File: config.mk
export PLATFORM = sky130hd
export DESIGN_NAME = regfile_sb
export DESIGN_NICKNAME = d
export VERILOG_FILES = /design/src/rtl/regfile_pkg.sv /design/src/rtl/regfile_scoreboard.sv /design/src/rtl/regfile_sb.sv
export SDC_FILE = /design/constraint.sdc
export NUM_CORES = 2
export LEC_CHECK = 0
export BUFFER_PORTS_ARGS = -buffer_cell sky130_fd_sc_hd__buf_2
export CAP_MARGIN = 25
export CORE_MARGIN = 3
export CORE_UTILIZATION = 51
export CTS_CLUSTER_SIZE = 12
export DETAILED_ROUTE_END_ITERATION = 16
export PLACE_DENSITY = 0.67
export SLEW_MARGIN = 10
export SYNTH_ARGS = -nofsm -noshare
export SYNTH_HDL_FRONTEND = slang
export SYNTH_HIERARCHICAL = 1
export SYNTH_SLANG_ARGS = --single-unit
export TNS_END_PERCENT = 100
File: constraint.sdc
create_clock -name clk -period 3.9 [get_ports clk]
set_clock_uncertainty 0.15 [all_clocks]
set_input_delay 0.78 -clock clk [delete_from_list [all_inputs] [get_ports clk]]
set_output_delay 0.78 -clock clk [all_outputs]
set_load 0.02 [all_outputs]
File: src/rtl/regfile_pkg.sv
// Shared constants for the scoreboarded register file: default geometry,
// the derived address width and the hardwired-zero register address.
package regfile_pkg;

    localparam int XLEN_DEF  = 32;
    localparam int NREGS_DEF = 32;
    localparam int AW_DEF    = $clog2(NREGS_DEF);
    localparam int REG_ZERO  = 0;

endpackage : regfile_pkg

File: src/rtl/regfile_scoreboard.sv
// Busy scoreboard: one bit per architectural register, set by a reservation
// at issue, cleared by the writeback release or by a pipeline flush.
// x0 is never busy and has no storage.
module regfile_scoreboard
    import regfile_pkg::*;
#(
    parameter int NREGS = NREGS_DEF,
    parameter int AW    = $clog2(NREGS)
) (
    input  logic             clk,
    input  logic             rst,
    input  logic             we,
    input  logic [AW-1:0]    wa,
    input  logic             rsv_en,
    input  logic [AW-1:0]    rsv_addr,
    input  logic             flush,
    output logic [NREGS-1:0] busy_vec
);

    assign busy_vec[REG_ZERO] = 1'b0;

    genvar gi;
    generate
        for (gi = 1; gi < NREGS; gi++) begin : g_busy
            logic busy_reg;

            // Flush beats everything; a new reservation beats a release of the same register.
            always_ff @(posedge clk or negedge rst) begin
                if (!rst) begin
                    busy_reg <= 1'b0;
                end else if (flush) begin
                    busy_reg <= 1'b0;
                end else if (rsv_en && (rsv_addr == AW'(gi))) begin
                    busy_reg <= 1'b1;
                end else if (we && (wa == AW'(gi))) begin
                    busy_reg <= 1'b0;
                end
            end

            assign busy_vec[gi] = busy_reg;
        end
    endgenerate

endmodule : regfile_scoreboard

File: src/rtl/regfile_sb.sv
// Integer register file with NRD combinational read ports, hardwired-zero x0,
// asynchronous active-low clear and a per-register busy scoreboard.
// Optional feature macro: REGFILE_SB_BYPASS_EN -- when defined, a same-cycle
// write to the address a port is reading is forwarded (data = wd, busy = 0).
// busy_vec always shows stored scoreboard state only.
module regfile_sb
    import regfile_pkg::*;
#(
    parameter int XLEN  = XLEN_DEF,
    parameter int NREGS = NREGS_DEF,
    parameter int NRD   = 2,
    parameter int AW    = $clog2(NREGS)
) (
    input  logic                clk,
    input  logic                rst,
    input  logic [NRD*AW-1:0]   rd_addr,
    output logic [NRD*XLEN-1:0] rd_data,
    output logic [NRD-1:0]      rd_busy,
    input  logic                we,
    input  logic [AW-1:0]       wa,
    input  logic [XLEN-1:0]     wd,
    input  logic                rsv_en,
    input  logic [AW-1:0]       rsv_addr,
    input  logic                flush,
    output logic [NREGS-1:0]    busy_vec
);

    // Flattened view of the architectural state; entry 0 is the constant zero.
    logic [NREGS-1:0][XLEN-1:0] reg_view;

    assign reg_view[REG_ZERO] = '0;

    genvar gi;
    generate
        // Data storage for x1..x(NREGS-1). Kept in flops because the whole
        // file must clear asynchronously, which block RAM cannot do.
        for (gi = 1; gi < NREGS; gi++) begin : g_reg
            logic [XLEN-1:0] data_reg;

            // Commit writeback data; flush does not affect data.
            always_ff @(posedge clk or negedge rst) begin
                if (!rst) begin
                    data_reg <= '0;
                end else if (we && (wa == AW'(gi))) begin
                    data_reg <= wd;
                end
            end

            assign reg_view[gi] = data_reg;
        end
    endgenerate

    regfile_scoreboard #(
        .NREGS (NREGS),
        .AW    (AW)
    ) u_scoreboard (
        .clk      (clk),
        .rst      (rst),
        .we       (we),
        .wa       (wa),
        .rsv_en   (rsv_en),
        .rsv_addr (rsv_addr),
        .flush    (flush),
        .busy_vec (busy_vec)
    );

    generate
        for (gi = 0; gi < NRD; gi++) begin : g_rd
            logic [AW-1:0]   addr;
            logic [XLEN-1:0] data_sel;
            logic            busy_sel;

            assign addr = rd_addr[gi*AW +: AW];

            // Read mux, optional writeback forward, and forced zero while reset is held
            // (the gate matters only for the forwarded path; stored state is already clear).
            always_comb begin
                data_sel = reg_view[addr];
                busy_sel = busy_vec[addr];
`ifdef REGFILE_SB_BYPASS_EN
                if (we && (wa == addr) && (addr != AW'(REG_ZERO))) begin
                    data_sel = wd;
                    busy_sel = 1'b0;
                end
`endif
                if (!rst) begin
                    data_sel = '0;
                    busy_sel = 1'b0;
                end
            end

            assign rd_data[gi*XLEN +: XLEN] = data_sel;
            assign rd_busy[gi]              = busy_sel;
        end
    endgenerate

endmodule : regfile_sb

==> insert_results.sql <==
INSERT INTO impl_metrics (metric_group, metric, value, unit) VALUES
('die', 'die_x', '336', 'um'),
('detailed_routing', 'ant_nets', '0', ''),
('cts', 'clock_tree.buffer_depth', '3', ''),
('timing', 'maxSlewViolCount', '0', ''),
('detailed_routing', 'detail_route.wl_per_cell', '32.5', 'um'),
('pwr', 'leakage', '27.1', 'nW'),
('grt', 'track_usage', '31.4', '%'),
('logic_synthesis', 'post_synth.cell_area_avg', '14.4', 'um2'),
('logic_synthesis', 'seq_area_frac_synth', '46.2', '%'),
('logic_synthesis', 'mappedNetlistNets', '3904', ''),
('critical_path', 'path_cells', 'buf_8 > buf_12 > nor2b_4 > buf_12 > a22o_1 > a21oi_1 > o32ai_1 > buf_2', ''),
('timing', 'period_minus_slack', '3820', 'ps'),
('critical_path', 'ff2ff_path_depth', '3', ''),
('placed_design', 'dp_hpwl', '104', 'mm'),
('critical_path', 'cpMaxStageDelayCell', 'sky130_fd_sc_hd__o32ai_1', ''),
('timing', 'final.hold.worst_slack', '59.2', 'ps'),
('critical_path', 'timing.critical_path.from_type', 'primary input', ''),
('critical_path', 'critical_path.max_fanout', '26', ''),
('timing', 'post-route-period-util', '97.8', '%'),
('cts', 'clkTransAtPathRegs', '60', 'ps'),
('critical_path', 'path_common_cell', 'sky130_fd_sc_hd__buf_12', ''),
('timing', 'finalSetupViolations', '0', ''),
('detailed_routing', 'first_iter_violations', '3734', ''),
('cells_and_area', 'drive_above_1_share', '51.7', '%'),
('timing', 'max_freq', '262', 'MHz'),
('timing', 'hold_violations', '0', ''),
('timing', 'grt_setup_unrepaired', 'no', ''),
('die', 'core', '107000', 'um2'),
('cts', 'post_cts_buffers', '0', ''),
('critical_path', 'rrSetupSlack', '2870', 'ps'),
('grt', 'grt_pass1_vias', '38100', ''),
('cts', 'cts_inserted_buffers', '112', ''),
('placed_design', 'gp_routability_congestion', '0.835', ''),
('detailed_routing', 'aggregate_routed_wire_length', '175', 'mm'),
('critical_path', 'timing.rr.start', 'u_scoreboard/g_busy[15].busy_reg', ''),
('logic_synthesis', 'synth_edf_count', '0', ''),
('outcome', 'outcome', 'finished, final reports clean', ''),
('logic_synthesis', 'synth_async_sr_flop_share', '100', '%'),
('grt', 'global_route_wire_length_before_repair', '261', 'mm'),
('cts', 'cts_tree', 'done', ''),
('cells_and_area', 'finalNetCount', '3934', ''),
('logic_synthesis', 'ys_seq_elements', '1023', ''),
('cells_and_area', 'number_of_filler_instances_in_the_final_layout', '8354', ''),
('critical_path', 'crit_end', 'rd_data[29]', ''),
('timing', 'setup-tns-final', '0', 'ps'),
('critical_path', 'critPathLaunch', 'rd_addr[0]', ''),
('detailed_routing', 'avgViaCountPerCell', '6.89', ''),
('die', 'std_cell_rows', '120', ''),
('cts', 'cts_sinks', '1023', ''),
('grt', 'global_route.overflow_total', '0', ''),
('critical_path', 'max_stage_delay', '760', 'ps'),
('critical_path', 'cp_data_arrival_time', '2890', 'ps'),
('critical_path', 'worst-setup-path-type', 'primary input to primary output', ''),
('logic_synthesis', 'unique_masters_post_synth', '42', ''),
('critical_path', 'cp_data_required_time', '2970', 'ps'),
('pwr', 'finalPower', '31.5', 'mW'),
('detailed_routing', 'num_vias', '37000', ''),
('logic_synthesis', 'yosys_warnings', '6', ''),
('logic_synthesis', 'synthesis.instances', '3847', ''),
('critical_path', 'cp-end-kind', 'primary output', ''),
('pwr', 'irDropWorstVdd', '0.366', 'mV'),
('critical_path', 'worstReg2RegEnd', 'u_scoreboard/g_busy[15].busy_reg', ''),
('cells_and_area', 'layout.cells.non_filler', '5369', ''),
('placed_design', 'io_buffer_count', '153', ''),
('grt', 'number_of_antenna_violations_at_the_first_check_in_global_routing', '5', ''),
('die', 'ios', '155', ''),
('cts', 'cts_root_buf', 'sky130_fd_sc_hd__clkbuf_16', ''),
('logic_synthesis', 'synth_flop_cell', 'sky130_fd_sc_hd__dfrtp_1', ''),
('flow_run', 'drv_cap', '0', ''),
('timing', 'worst_slew_margin_rel', '34.9', '%'),
('cells_and_area', 'post_synthesis_to_final_layout_area_growth', '12.5', '%');
==> power breakdown <==
part / internal (mW) / switching, mW
Sequential: 12.6 / 1.46
Clock: 6.56 / 4.39
Combinational: 3.81 / 2.67
==> logic make-up (layout without fill, tap and decap cells) <==
family                 after synthesis  count (layout)  share of synthesized area [%]
multiplexers                      1621            1621                           40.9
flip-flops                        1023            1023                           46.2
AO/OA/AOI/OAI                      484             484                           6.28
other                                1               4                        0.00677
AND/OR/NAND/NOR                    263             263                           2.52
buffers and inverters              455             571                           4.12
==> what timing repair did <==
item,4_1_cts,5_1_grt
gates resized for setup,1,3
setup endpoints to repair,1,3
hold buffers,1,0
endpoints found under the hold margin,4,0
==> routing by layer <==
layer  global-route usage [%]  vias to the layer above  routed length [um]
met3                     6.69                      397               16600
met1                     45.1                    19800               72600
met5                        0                        -                   0
met2                     47.5                     1859               78800
li1                         -                    14900                   -
met4                     10.9                        0                6500
==> cell type report <==
type                       count  area (um2)  share of cell area (%)
sequential                  1023       25600                    41.1
multi-input combinational   2369       27800                    44.5
antenna                        3        7.51                  0.0120
tap                         1403        1760                    2.82
clock buffer                 170        3410                    5.47
timing repair buffer         368        3400                    5.46
inverter                       3        12.5                  0.0201
clock inverter                30         385                   0.618
==> through the flow <==
stage	utilization, %	setup WS, ps	cell area (um2)
floorplan	-	555	55400
detailed placement	54.5	13.7	58500
global placement	54.5	-20.7	58500
finish	58.1	85.0	62300
global route	58.1	59.0	62300
CTS	58.0	61.9	62300
==> cell usage after synthesis, types with 18 or more instances <==
master                     number  area, um2
sky130_fd_sc_hd__mux2_2      1049      11800
sky130_fd_sc_hd__dfrtp_1     1023      25600
sky130_fd_sc_hd__mux4_2       400       9010
sky130_fd_sc_hd__clkbuf_1     200        751
sky130_fd_sc_hd__buf_2        167        836
sky130_fd_sc_hd__a22oi_1      100        751
sky130_fd_sc_hd__mux2i_1      100       1000
sky130_fd_sc_hd__a21oi_1       96        480
sky130_fd_sc_hd__nand2_1       90        338
sky130_fd_sc_hd__mux2_1        72        811
sky130_fd_sc_hd__o221ai_1      64        561
sky130_fd_sc_hd__a22o_1        63        552
sky130_fd_sc_hd__buf_4         62        465
sky130_fd_sc_hd__nor2b_1       43        269
sky130_fd_sc_hd__nand2b_1      39        244
sky130_fd_sc_hd__nand3_1       36        180
sky130_fd_sc_hd__o21ai_1       36        180
sky130_fd_sc_hd__a32o_1        33        330
sky130_fd_sc_hd__o22ai_1       32        200
sky130_fd_sc_hd__o32ai_1       31        272
sky130_fd_sc_hd__o21ai_0       26        130
sky130_fd_sc_hd__buf_6         18        203
sky130_fd_sc_hd__nor2_1        18       67.6
==> placed cells by master (no fill, tap or decap), types with 3 or more instances in the layout <==
cell type                   Yosys  final
sky130_fd_sc_hd__clkbuf_8       0     28
sky130_fd_sc_hd__mux4_2       400    400
sky130_fd_sc_hd__mux2_2      1049   1049
sky130_fd_sc_hd__clkinv_2       0     19
sky130_fd_sc_hd__o32ai_1       31     30
sky130_fd_sc_hd__nor2_1        18      4
sky130_fd_sc_hd__nand4_1        3      3
sky130_fd_sc_hd__a22o_1        63     63
sky130_fd_sc_hd__o21ai_0       26     26
sky130_fd_sc_hd__nor2b_4        0      9
sky130_fd_sc_hd__mux2i_1      100    100
sky130_fd_sc_hd__clkbuf_16      0    117
sky130_fd_sc_hd__nand3_1       36     35
sky130_fd_sc_hd__nor2b_1       43     34
sky130_fd_sc_hd__a21oi_1       96     95
sky130_fd_sc_hd__nand2_2        0     17
sky130_fd_sc_hd__buf_12         0     76
sky130_fd_sc_hd__buf_4         62    138
sky130_fd_sc_hd__a22oi_1      100    100
sky130_fd_sc_hd__diode_2        0      3
sky130_fd_sc_hd__nand4b_1       8      8
sky130_fd_sc_hd__nand2b_1      39     38
sky130_fd_sc_hd__o221ai_1      64     64
sky130_fd_sc_hd__nand3b_1       4      4
sky130_fd_sc_hd__buf_6         18      3
sky130_fd_sc_hd__or3_1          6      3
sky130_fd_sc_hd__nor3_1         4      3
sky130_fd_sc_hd__dfrtp_1     1023   1023
sky130_fd_sc_hd__or3_2          0      3
sky130_fd_sc_hd__o21ai_1       36     36
sky130_fd_sc_hd__bufinv_16      0      9
sky130_fd_sc_hd__mux2_1        72     72
sky130_fd_sc_hd__a32o_1        33     33
sky130_fd_sc_hd__buf_2        167    145
sky130_fd_sc_hd__buf_8          0      5
sky130_fd_sc_hd__nand4bb_1      3      3
sky130_fd_sc_hd__nor2_4         0     14
sky130_fd_sc_hd__nand2_1       90     73
sky130_fd_sc_hd__clkbuf_1     200     25
sky130_fd_sc_hd__o22ai_1       32     32
==> critical path, delay by kind of cell <==
kind | cells | cell delay, ps
buffers and inverters | 4 | 870
AND/OR/NAND/NOR | 1 | 200
AO/OA/AOI/OAI | 3 | 990
==> worst min-delay path by stage <==
stage                                       from                      to  slack, ps  cells after the start
after global placement    g_reg[13].data_reg[24]  g_reg[13].data_reg[24]        340                      1
after CTS                                    rst  g_reg[23].data_reg[21]         30                      2
final                                        rst   g_reg[7].data_reg[26]         60                      2
after floorplan            g_reg[19].data_reg[6]   g_reg[19].data_reg[6]        320                      1
after global routing                         rst  g_reg[28].data_reg[21]         70                      2
after detailed placement  g_reg[13].data_reg[18]  g_reg[13].data_reg[18]        340                      1
(Power assumes the default switching activity.)
